--- config.mk ---
export PLATFORM = sky130hd
export DESIGN_NAME = axis_uart_tx
export DESIGN_NICKNAME = d
export VERILOG_FILES = /design/src/rtl/axis_uart_tx.sv
export SDC_FILE = /design/constraint.sdc
export NUM_CORES = 1
export LEC_CHECK = 0
export ABC_AREA = 1
export BUFFER_PORTS_ARGS = -buffer_cell sky130_fd_sc_hd__buf_2
export CORE_UTILIZATION = 51
export DETAILED_ROUTE_END_ITERATION = 8
export GPL_TIMING_DRIVEN = 0
export PLACE_DENSITY_LB_ADDON = 0.05
export SLEW_MARGIN = 20
export SYNTH_ARGS = -nofsm -noshare
export SYNTH_HDL_FRONTEND = slang
export SYNTH_SLANG_ARGS = --single-unit
export TNS_END_PERCENT = 30
--- constraint.sdc ---
create_clock -name aclk -period 1.1 [get_ports aclk]
set_input_delay 0.165 -clock aclk [delete_from_list [all_inputs] [get_ports aclk]]
set_output_delay 0.165 -clock aclk [all_outputs]
set_load 0.02 [all_outputs]
--- src/rtl/axis_uart_tx.sv ---
// AXI-Stream to UART transmitter: one DATA_BITS word per handshake, sent LSB-first
// as start, data, optional parity and stop bits, paced by an external baud enable.
module axis_uart_tx #(
    parameter int PARITY_ENA  = 0,
    parameter int PARITY_TYPE = 0,
    parameter int STOP_BITS   = 1,
    parameter int DATA_BITS   = 8,
    parameter int DELAY       = 0
) (
    input  logic                 aclk,
    input  logic                 arst,
    input  logic [DATA_BITS-1:0] s_axis_tdata,
    input  logic                 s_axis_tvalid,
    output logic                 s_axis_tready,
    input  logic                 uart_ena,
    output logic                 uart_hold,
    output logic                 txd
);

    localparam int B  = 1 + DATA_BITS + PARITY_ENA + STOP_BITS;
    localparam int CW = $clog2(B + 1);

    typedef enum logic [1:0] {IDLE, LOAD, TRANS} state_t;

    state_t               state_q, state_d;
    logic [DATA_BITS-1:0] data_q, data_d;
    logic [B-1:0]         frame_q, frame_d;
    logic [CW-1:0]        cnt_q, cnt_d;
    logic                 tready_q, tready_d;
    logic                 hold_q, hold_d;
    logic                 txd_q, txd_d;
    logic                 par;

    always_comb begin
        par = 1'b0;
        case (PARITY_TYPE)
            0:       par = ^data_q;
            1:       par = ~^data_q;
            2:       par = 1'b1;
            default: par = 1'b0;
        endcase
    end

    always_ff @(posedge aclk or posedge arst) begin
        if (arst) begin
            state_q  <= IDLE;
            data_q   <= '0;
            frame_q  <= '1;
            cnt_q    <= '0;
            tready_q <= 1'b0;
            hold_q   <= 1'b1;
            txd_q    <= 1'b1;
        end else begin
            state_q  <= state_d;
            data_q   <= data_d;
            frame_q  <= frame_d;
            cnt_q    <= cnt_d;
            tready_q <= tready_d;
            hold_q   <= hold_d;
            txd_q    <= txd_d;
        end
    end

    always_comb begin
        state_d  = state_q;
        data_d   = data_q;
        frame_d  = frame_q;
        cnt_d    = cnt_q;
        tready_d = tready_q;
        hold_d   = hold_q;
        txd_d    = txd_q;
        case (state_q)
            IDLE: begin
                tready_d = 1'b1;
                hold_d   = 1'b1;
                txd_d    = 1'b1;
                if (s_axis_tvalid && tready_q) begin
                    data_d   = s_axis_tdata;
                    tready_d = 1'b0;
                    state_d  = LOAD;
                end
            end
            LOAD: begin
                // Upper bits default to 1 so the stop bits fall out of the fill.
                frame_d                = '1;
                frame_d[0]             = 1'b0;
                frame_d[DATA_BITS:1]   = data_q;
                if (PARITY_ENA != 0)
                    frame_d[DATA_BITS+1] = par;
                hold_d  = 1'b0;
                state_d = TRANS;
            end
            TRANS: begin
                if (uart_ena) begin
                    // Pulse B+1 closes the final stop-bit period; txd is already 1.
                    if (cnt_q == CW'(B)) begin
                        cnt_d    = '0;
                        hold_d   = 1'b1;
                        tready_d = 1'b1;
                        state_d  = IDLE;
                    end else begin
                        txd_d   = frame_q[0];
                        frame_d = {1'b1, frame_q[B-1:1]};
                        cnt_d   = cnt_q + 1'b1;
                    end
                end
            end
            default: state_d = IDLE;
        endcase
    end

    assign s_axis_tready = tready_q;
    assign uart_hold     = hold_q;

    generate
        if (DELAY > 0) begin : g_dly
            logic [DELAY-1:0] txd_pipe;
            always_ff @(posedge aclk or posedge arst) begin
                if (arst) begin
                    txd_pipe <= '1;
                end else begin
                    txd_pipe[0] <= txd_q;
                    for (int i = 1; i < DELAY; i++)
                        txd_pipe[i] <= txd_pipe[i-1];
                end
            end
            assign txd = txd_pipe[DELAY-1];
        end else begin : g_nodly
            assign txd = txd_q;
        end
    endgenerate

endmodule

==> summary.txt, run 1 <==
outcome: finished, violations left
violated checks: negative setup slack
Hold Path Depth: 3
CTS root buffer: clkbuf_4
gr usage total: 20.3%
DRT antenna net count: 0
initial core utilization: 53.5%
critical path's slowest cell: dfstp_2
Clk network pwr share: 14.5%
Max Cap Viol: 0
Yosys warning total: 0
RR Startpoint: state_q[0]
P_sw: 1870 uW
Sw Ratio: 40.2%
fin crit share: 106%
R2R depth: 6
post-synthesis net count: 176
Worst Setup Start Kind: flop
CTS tree: done
DRC errors left: 0
initial antenna violation count: 0
PnR Total Power: 4640 uW
Final Hold Fails: 0
largest net degree at the start of global routing: 27
Via-to-Cell Ratio: 4.97
placed cell areas: 1420 um2
Worst R2R Setup Slack: -0.03 ns
hpwl dp: 1.71 mm
first-pass GRT wire length: 4.11 mm
Die Width: 52.7 um
core area: 2450 um2
Final #Nets: 202
clock sinks: 26
I/O Buffers: 14
Detailed Route WL: 2.44 mm
CTS buffer count: 3
synth-to-layout area growth: 23.0%
Slew @ Worst Pin: 0.919 ns
mapped cell area: 1310 um2
CP bufs+invs: 1
share of layout cells above drive strength 1: 33.3%
Tmin final: 1.16 ns
Leak: 0.000869 uW
# H-tree levels: 1
gate count of the mapped netlist: 164
Worst Path Required: 0.94 ns
power per cell area: 2880 nW/um2
Synth cell types: 21
routability cong.: 0.740
cell-by-cell trace of the critical path: buf_6
Slew HR: 38.4%
die height: 52.7 um
Peak VDD IR: 1940 uV
vias in the first global route: 974
Clock transition at path regs: 0.15 ns
Setup Viol. Count Final: 9
Design Area, Final: 1610 um2
final worst setup slack: -0.0632 ns
Flop pwr share: 38.8%
Int Power: 2780 uW
Crit Reg-Reg Endpoint: cnt_q[0]
die area: 2780 um2
Comb pwr share: 46.7%
clock skew: 0.00966 ns
hold path endpoint: data_q[0]
Worst path max stage delay: 0.56 ns
hold crit path type: input pin to flop
post-synthesis sequential area ratio: 50.6%
Synth Area per Inst: 8.00 um2
CP Data Arrival Time: 1.00 ns
GR Overflow Total: 0
Max Buffers Root-to-Sink: 2
drt pass-1 iters: 4
via count: 1,089
Slew Viols, Final: 0
crit-path max FO: 2
Skew-Pair Late Insertion Delay: 0.33 ns
worst setup path class: flop to primary output
diode count: 0
achievable frequency: 860 MHz
RSZ-0062 raised after global routing: yes
drt wl/cell: 11.1 um
Placement Setup Slack: -0.0732 ns
initial DRC count: 15
Critical Path End Type: primary output
# rows: 18
number of synthesized register bits: 26
Top Family by Delay on Critical Path: flip-flops
worst hold start: s_axis_tdata[0]
I/O pin count: 15
==> cells in the mapped netlist <==
cell     instances  area [um2]
a21oi_1          3        15.0
a21oi_4          1        16.3
buf_12           1        20.0
buf_4            1        7.51
buf_8            1        15.0
dfrtp_1         15         375
dfstp_2         11         289
inv_1           12        45.0
inv_2            3        11.3
inv_6            1        8.76
nand2_1         83         312
nand2_2          3        18.8
nand2_4          2        22.5
nand3_1         11        55.1
nand3_2          1        10.0
nor2_1           5        18.8
nor2_2           2        12.5
nor2_8           1        20.0
o21ai_0          5        25.0
or2_2            1        6.26
xor2_1           1        8.76
==> cell usage in the layout, fill, tap and decap left out <==
| cell | synthesis | final |
|---|---|---|
| nand2_1 | 83 | 80 |
| dfrtp_1 | 15 | 14 |
| buf_2 | 0 | 12 |
| dfstp_2 | 11 | 11 |
| inv_1 | 12 | 10 |
| nand3_1 | 11 | 7 |
| nand2_4 | 2 | 5 |
| o21ai_0 | 5 | 5 |
| nand3_2 | 1 | 5 |
| buf_4 | 1 | 5 |
| inv_2 | 3 | 3 |
| nand2_2 | 3 | 3 |
| nor2_1 | 5 | 3 |
| a21oi_1 | 3 | 3 |
| clkbuf_4 | 0 | 3 |
| nor2_4 | 0 | 2 |
| nor2_2 | 2 | 2 |
| buf_8 | 1 | 2 |
| dlygate4sd3_1 | 0 | 2 |
| buf_6 | 0 | 2 |
| buf_12 | 1 | 1 |
| inv_8 | 0 | 1 |
| or2_2 | 1 | 1 |
| inv_4 | 0 | 1 |
| nor2_8 | 1 | 1 |
| a21oi_4 | 1 | 1 |
| clkinv_1 | 0 | 1 |
| xor2_1 | 1 | 1 |
| bufinv_16 | 0 | 1 |
| dfrtp_2 | 0 | 1 |
==> kinds of logic after synthesis <==
kind of cell	synth area share (%)
flip-flops	50.6
buffers and inverters	8.20
AND/OR/NAND/NOR	36.2
XOR/XNOR	0.667
AO/OA/AOI/OAI	4.29
==> registers in the layout, summed over array words and instances (netlist names) <==
| signal | count |
|---|---|
| data_q | 8 |
| state_q | 2 |
| uart_hold | 1 |
| cnt_q | 4 |
| frame_q | 9 |
| s_axis_tready | 1 |
| txd | 1 |
==> worst max-delay path by stage <==
stage | cells past startpoint | endpoint | startpoint | slack [ns]
finish | 1 | uart_hold | uart_hold | -0.06
global route | 1 | txd | txd | -0.1
CTS | 1 | uart_hold | uart_hold | -0.07
detailed placement | 4 | data_q[7] | state_q[1] | -0.07
global placement | 4 | data_q[7] | state_q[1] | -0.06
floorplan | 7 | frame_q[1] | state_q[0] | 0.05
==> routing by layer <==
| layer | share of wire (%) | GRT usage [%] | wire (um) |
|---|---|---|---|
| met1 | 49 | 28.7 | 1200 |
| met2 | 46 | 31.4 | 1120 |
| met3 | 3.9 | 2.61 | 94 |
| met4 | 0.94 | 7.89 | 23 |
| met5 | 0 | 0 | 0 |
==> worst reg2reg max path, stage by stage, from the launching register on <==
cell and delay, ns:
dfrtp_1 0.44, inv_2 0.09, nand2_4 0.08, nor2_8 0.12, nand2_4 0.08, buf_8 0.15
a21oi_4 0.11
==> final cells by class <==
class | instances | area, um2
clock buffer | 3 | 22.5
timing repair buffer | 21 | 140
buffer | 3 | 50.0
clock inverter | 1 | 30.0
tap | 30 | 37.5
multi-input combinational | 119 | 598
inverter | 16 | 70.1
fill | 212 | 841
sequential | 26 | 666
==> power by group through the flow <==
stage	Sequential, uW	Combinational (uW)	Clock, uW
after floorplan	1790	1450	0
after global placement	1770	1820	0
after detailed placement	1780	1880	0
after CTS	1770	2040	684
after global routing	1850	2420	714
final	1800	2170	676
==> repair_timing <==
action                     in CTS  in global routing
setup endpoints to repair      22                 24
hold buffers                    0                  2
hold endpoints to repair        0                 16
pin swaps                       3                  3
resized for setup              11                 13
setup buffers                   3                  2
==> through the flow <==
| step | hold WS [ns] | std cells | TNS, ns | utilization [%] |
|---|---|---|---|---|
| 3_5_place_dp | 0.363 | 208 | -0.719 | 57.8 |
| 3_3_place_gp | 0.359 | 208 | -0.478 | 57.8 |
| 2_1_floorplan | 0.197 | 164 | 0 | - |
| 6_report | 0.00883 | 219 | -0.225 | 65.7 |
| 4_1_cts | 0.00591 | 215 | -0.335 | 62.5 |
| 5_1_grt | 0.00302 | 219 | -1.13 | 65.7 |
(Power assumes the default switching activity.)
==> run 2, diff against run 1 <==
- MAX_ROUTING_LAYER: default -> met4
==> summary.txt, run 2 (same netlist as run 1, synthesis figures left out) <==
RSZ-0062 raised after global routing: yes
Die Width: 52.7 um (unchanged)
Detailed Route WL: 2.44 mm (about the same)
DRC errors left: 0 (unchanged)
GR Overflow Total: 0 (unchanged)
via count: 1,078 (-1.0%)
first-pass GRT wire length: 4.11 mm (unchanged)
Final Hold Fails: 0 (unchanged)
P_sw: 1860 uW (-0.14%)
critical path's slowest cell: dfstp_2
Worst path max stage delay: 0.56 ns (about the same)
Critical Path End Type: primary output
violated checks: negative setup slack
# H-tree levels: 1 (unchanged)
crit-path max FO: 2 (unchanged)
Slew Viols, Final: 0 (unchanged)
Setup Viol. Count Final: 9 (unchanged)
Finished Layout Cells: 219 (unchanged)
fin crit share: 106% (-0.16 points)
Worst Path Required: 0.94 ns (about the same)
Slew @ Worst Pin: 0.920 ns (+0.000837 ns)
Slew HR: 38.3% (-0.056 points)
diode count: 0 (unchanged)
achievable frequency: 861 MHz (+0.15%)
CTS buffer count: 3 (unchanged)
die area: 2780 um2 (unchanged)
Clk network pwr share: 14.5% (about the same)
initial antenna violation count: 0 (unchanged)
largest net degree at the start of global routing: 27 (unchanged)
CTS root buffer: clkbuf_4
routability cong.: 0.749 (+1.2%)
PnR Total Power: 4640 uW (about the same)
hpwl dp: 1.71 mm (unchanged)
Max Buffers Root-to-Sink: 2 (unchanged)
Comb pwr share: 46.7% (about the same)
cell-by-cell trace of the critical path: buf_6
Peak VDD IR: 1940 uV (about the same)
# rows: 18 (unchanged)
drt pass-1 iters: 4 (unchanged)
drt wl/cell: 11.1 um (about the same)
hold slack final: 0.0115 ns (+0.00263 ns)
worst setup path class: flop to primary output
hold crit path type: input pin to flop
commonest non-fill, non-tap cell in the layout: nand2_1
Largest Register: frame_q
vias in the first global route: 975 (+0.10%)
final worst setup slack: -0.0615 ns (+0.00172 ns)
Flop pwr share: 38.8% (about the same)
gr usage total: 20.9% (+0.54 points)
I/O Buffers: 14 (unchanged)
Top Family by Delay on Critical Path: flip-flops
initial DRC count: 15 (unchanged)
Int Power: 2780 uW (about the same)
Clock transition at path regs: 0.15 ns (about the same)
clock sinks: 26 (unchanged)
CTS tree: done
largest registers: frame_q (9), data_q (8), cnt_q (4)
initial core utilization: 53.5% (unchanged)
die height: 52.7 um (unchanged)
Max Cap Viol: 0 (unchanged)
DRT antenna net count: 0 (unchanged)
CP bufs+invs: 1 (unchanged)
CP Data Arrival Time: 1.00 ns (about the same)
power per cell area: 2880 nW/um2 (about the same)
Skew-Pair Late Insertion Delay: 0.33 ns (about the same)
clock skew: 0.00883 ns (-0.000826 ns)
Inst Count DP: 208 (unchanged)
Sw Ratio: 40.2% (about the same)
I/O pin count: 15 (unchanged)
outcome: finished, violations left
synth-to-layout area growth: 23.0% (unchanged)
Tmin final: 1.16 ns (-0.00172 ns)
max reg flops: 9 (unchanged)
commonest cells after routing, fill and taps aside: nand2_1 (80), dfrtp_1 (14), buf_2 (12)
Leak: 0.000869 uW (unchanged)
Final #Nets: 202 (unchanged)
core area: 2450 um2 (unchanged)
Worst Setup Start Kind: flop
share of layout cells above drive strength 1: 33.3% (unchanged)
Via-to-Cell Ratio: 4.92 (-1.0%)
[run 2: cell counts in the layout (fill, tap and decap cells not counted)]
No cell type changed its count.
[run 2: path summary, 6_finish.rpt]
check / from / cells past startpoint / endpoint / slack, ns
hold / removal: s_axis_tdata[0] / 3 / data_q[0] / 0.01
setup reg to reg: state_q[0] / 6 / cnt_q[0] / -0.03
max in group asynchronous: arst / 3 / cnt_q[0] / 0.19
min in group asynchronous: arst / 3 / data_q[3] / 0.45
setup / recovery: uart_hold / 1 / uart_hold / -0.06
hold reg to reg: frame_q[5] / 2 / frame_q[5] / 0.48
[run 2: cell type report]
type	instances	area, um2
fill	212	841
sequential	26	666
multi-input combinational	119	598
timing repair buffer	21	140
inverter	16	70.1
buffer	3	50.0
tap	30	37.5
clock inverter	1	30.0
clock buffer	3	22.5
[run 2: tightest hold or removal path, cell delays in order]
cell and delay (ns):
buf_2 0.07, nand2_1 0.04, nand2_1 0.04
[run 2: per-stage QoR]
stage,TNS (ns),instance area [um2],utilization (%),setup WS (ns)
after floorplan,0,1310,-,0.0513
after global placement,-0.478,1420,57.8,-0.0577
after detailed placement,-0.719,1420,57.8,-0.0732
after CTS,-0.335,1530,62.5,-0.0730
after global routing,-1.13,1610,65.7,-0.0983
final,-0.225,1610,65.7,-0.0615
[run 2: what timing repair did]
action,CTS,global route
hold endpoints to repair,0,16
buffers inserted,3,2
setup endpoints to repair,22,24
gates resized for setup,11,13
hold buffers,0,2
cloned,0,0
pin swaps,3,3
[run 2: power by group through the flow]
stage                     registers (uW)  logic (uW)  clock network (uW)
final                               1800        2170                 673
after global routing                1850        2420                 714
after CTS                           1770        2040                 684
after detailed placement            1780        1880                   0
after global placement              1770        1820                   0
after floorplan                     1790        1450                   0
[run 2: metal layers]
layer / global-route usage [%] / part of all wire, %
met5: - / 0
met4: 7.89 / 0.74
met3: 2.61 / 2.2
met2: 31.4 / 46
met1: 28.7 / 51
==> run 3, diff against run 2 <==
- HOLD_SLACK_MARGIN: default -> 0.08
==> summary.txt, run 3 (same netlist as run 1, synthesis figures left out) <==
Setup Viol. Count Final: 9 (unchanged)
initial DRC count: 15 (unchanged)
initial core utilization: 53.5% (unchanged)
CTS buffer count: 3 (unchanged)
drt wl/cell: 11.5 um (+3.3%)
Tmin final: 1.16 ns (-0.0000134 ns)
gr usage total: 21.9% (+1.1 points)
RSZ-0062 raised after global routing: yes
I/O Buffers: 14 (unchanged)
CP bufs+invs: 1 (unchanged)
I/O pin count: 15 (unchanged)
largest net degree at the start of global routing: 27 (unchanged)
setup TNS: -0.201 ns (+0.0239 ns)
Max Buffers Root-to-Sink: 2 (unchanged)
Slew @ Worst Pin: 0.917 ns (-0.00236 ns)
Largest Register: frame_q
Final #Nets: 209 (+3.5%)
drt pass-1 iters: 5 (+1)
Slew Viols, Final: 0 (unchanged)
worst setup path class: flop to primary output
initial antenna violation count: 0 (unchanged)
commonest cells after routing, fill and taps aside: nand2_1 (80), dfrtp_1 (14), buf_2 (12)
# H-tree levels: 1 (unchanged)
Worst Path Required: 0.94 ns (about the same)
Top Family by Delay on Critical Path: flip-flops
final worst setup slack: -0.0615 ns (+0.0000134 ns)
CP Data Arrival Time: 1.00 ns (about the same)
hold crit path type: input pin to flop
Leak: 0.000898 uW (+3.4%)
Slew HR: 38.5% (+0.16 points)
Finished Layout Cells: 226 (+3.2%)
R2R depth: 6 (unchanged)
Clock transition at path regs: 0.14 ns (about the same)
largest registers: frame_q (9), data_q (8), cnt_q (4)
Worst Setup Start Kind: flop
Critical Path End Type: primary output
outcome: finished, violations left
max reg flops: 9 (unchanged)
diode count: 0 (unchanged)
Skew-Pair Late Insertion Delay: 0.34 ns (about the same)
hpwl dp: 1.71 mm (unchanged)
Max Cap Viol: 0 (unchanged)
clock skew: 0.0138 ns (+0.00494 ns)
achievable frequency: 861 MHz (about the same)
violated checks: negative setup slack
commonest non-fill, non-tap cell in the layout: nand2_1
placed cell areas: 1420 um2 (unchanged)
fin crit share: 106% (about the same)
Peak VDD IR: 1950 uV (+0.42%)
share of layout cells above drive strength 1: 32.1% (-1.2 points)
Design Area, Final: 1680 um2 (+4.3%)
Final Hold Fails: 0 (unchanged)
Inst Count DP: 208 (unchanged)
vias in the first global route: 1,022 (+4.8%)
Worst path max stage delay: 0.56 ns (about the same)
# rows: 18 (unchanged)
DRT antenna net count: 0 (unchanged)
critical path's slowest cell: dfstp_2
cell-by-cell trace of the critical path: buf_6
die area: 2780 um2 (unchanged)
CTS root buffer: clkbuf_4
via count: 1,101 (+2.1%)
# fillers: 202 (-4.7%)
clock sinks: 26 (unchanged)
Via-to-Cell Ratio: 4.87 (-1.0%)
GR Overflow Total: 0 (unchanged)
routability cong.: 0.749 (unchanged)
core area: 2450 um2 (unchanged)
Die Width: 52.7 um (unchanged)
DRC errors left: 0 (unchanged)
synth-to-layout area growth: 28.3%
Hold Path Depth: 6 (+3)
Detailed Route WL: 2.60 mm (+6.6%)
CTS tree: done
Crit path depth: 1 (unchanged)
crit-path max FO: 2 (unchanged)
die height: 52.7 um (unchanged)
first-pass GRT wire length: 4.30 mm (+4.5%)
power per cell area: 2780 nW/um2 (-3.5%)
## run 3: power breakdown
group / total (uW) / switching (uW) / leakage, uW / internal (uW)
sequential: 1800 / 301 / 0.000299 / 1500
combinational: 2190 / 1270 / 0.000572 / 923
clock: 680 / 311 / 0.0000279 / 369
## run 3: worst reg2reg max path, delay by kind of cell, from the launching register on
kind,cells,cell delay (ns)
buf+inv,2,0.24
compound gates,1,0.11
flops,1,0.44
simple gates,3,0.28
## run 3: per-stage QoR
stage,hold slack (ns),setup WS (ns),utilization (%),power (uW)
final,0.214,-0.0615,68.6,4680
after floorplan,0.197,0.0513,-,3240
after CTS,0.0621,-0.0730,65.7,4520
after detailed placement,0.363,-0.0732,57.8,3660
after global routing,0.260,-0.0991,68.6,5000
after global placement,0.359,-0.0577,57.8,3590
## run 3: final cells by class
| cell class | count | area [um2] | share of cell area (%) |
|---|---|---|---|
| Sequential cell | 26 | 666 | 39.5 |
| Multi-Input combinational cell | 119 | 598 | 35.5 |
| Timing Repair Buffer | 28 | 210 | 12.5 |
| Inverter | 16 | 70.1 | 4.16 |
| Buffer | 3 | 50.0 | 2.97 |
| Tap cell | 30 | 37.5 | 2.23 |
| Clock inverter | 1 | 30.0 | 1.78 |
| Clock buffer | 3 | 22.5 | 1.34 |
## run 3: metal layers
metal / wire length, um / up-vias / track usage (%)
met5: 0 / - / -
met4: 18 / 0 / 7.89
met3: 64 / 2 / 2.61
met2: 1240 / 18 / 35.0
met1: 1280 / 517 / 28.7
li1: - / 564 / -
## run 3: path summary, 6_finish.rpt
path,to,slack (ns),startpoint
worst max register to register,cnt_q[0],-0.03,state_q[0]
worst min register to register,frame_q[5],0.48,frame_q[5]
worst min-delay path,txd,0.21,uart_ena
min in group asynchronous,data_q[2],0.44,arst
max in group asynchronous,cnt_q[0],0.19,arst
worst max-delay path,uart_hold,-0.06,uart_hold
## run 3: repair_timing
item                       CTS  global route
setup buffers                3             2
hold buffers                 8             1
setup endpoints to repair   22            24
hold endpoints to repair    23            15
resized for setup           11            13
gates cloned                 0             0
pin swaps                    3             3
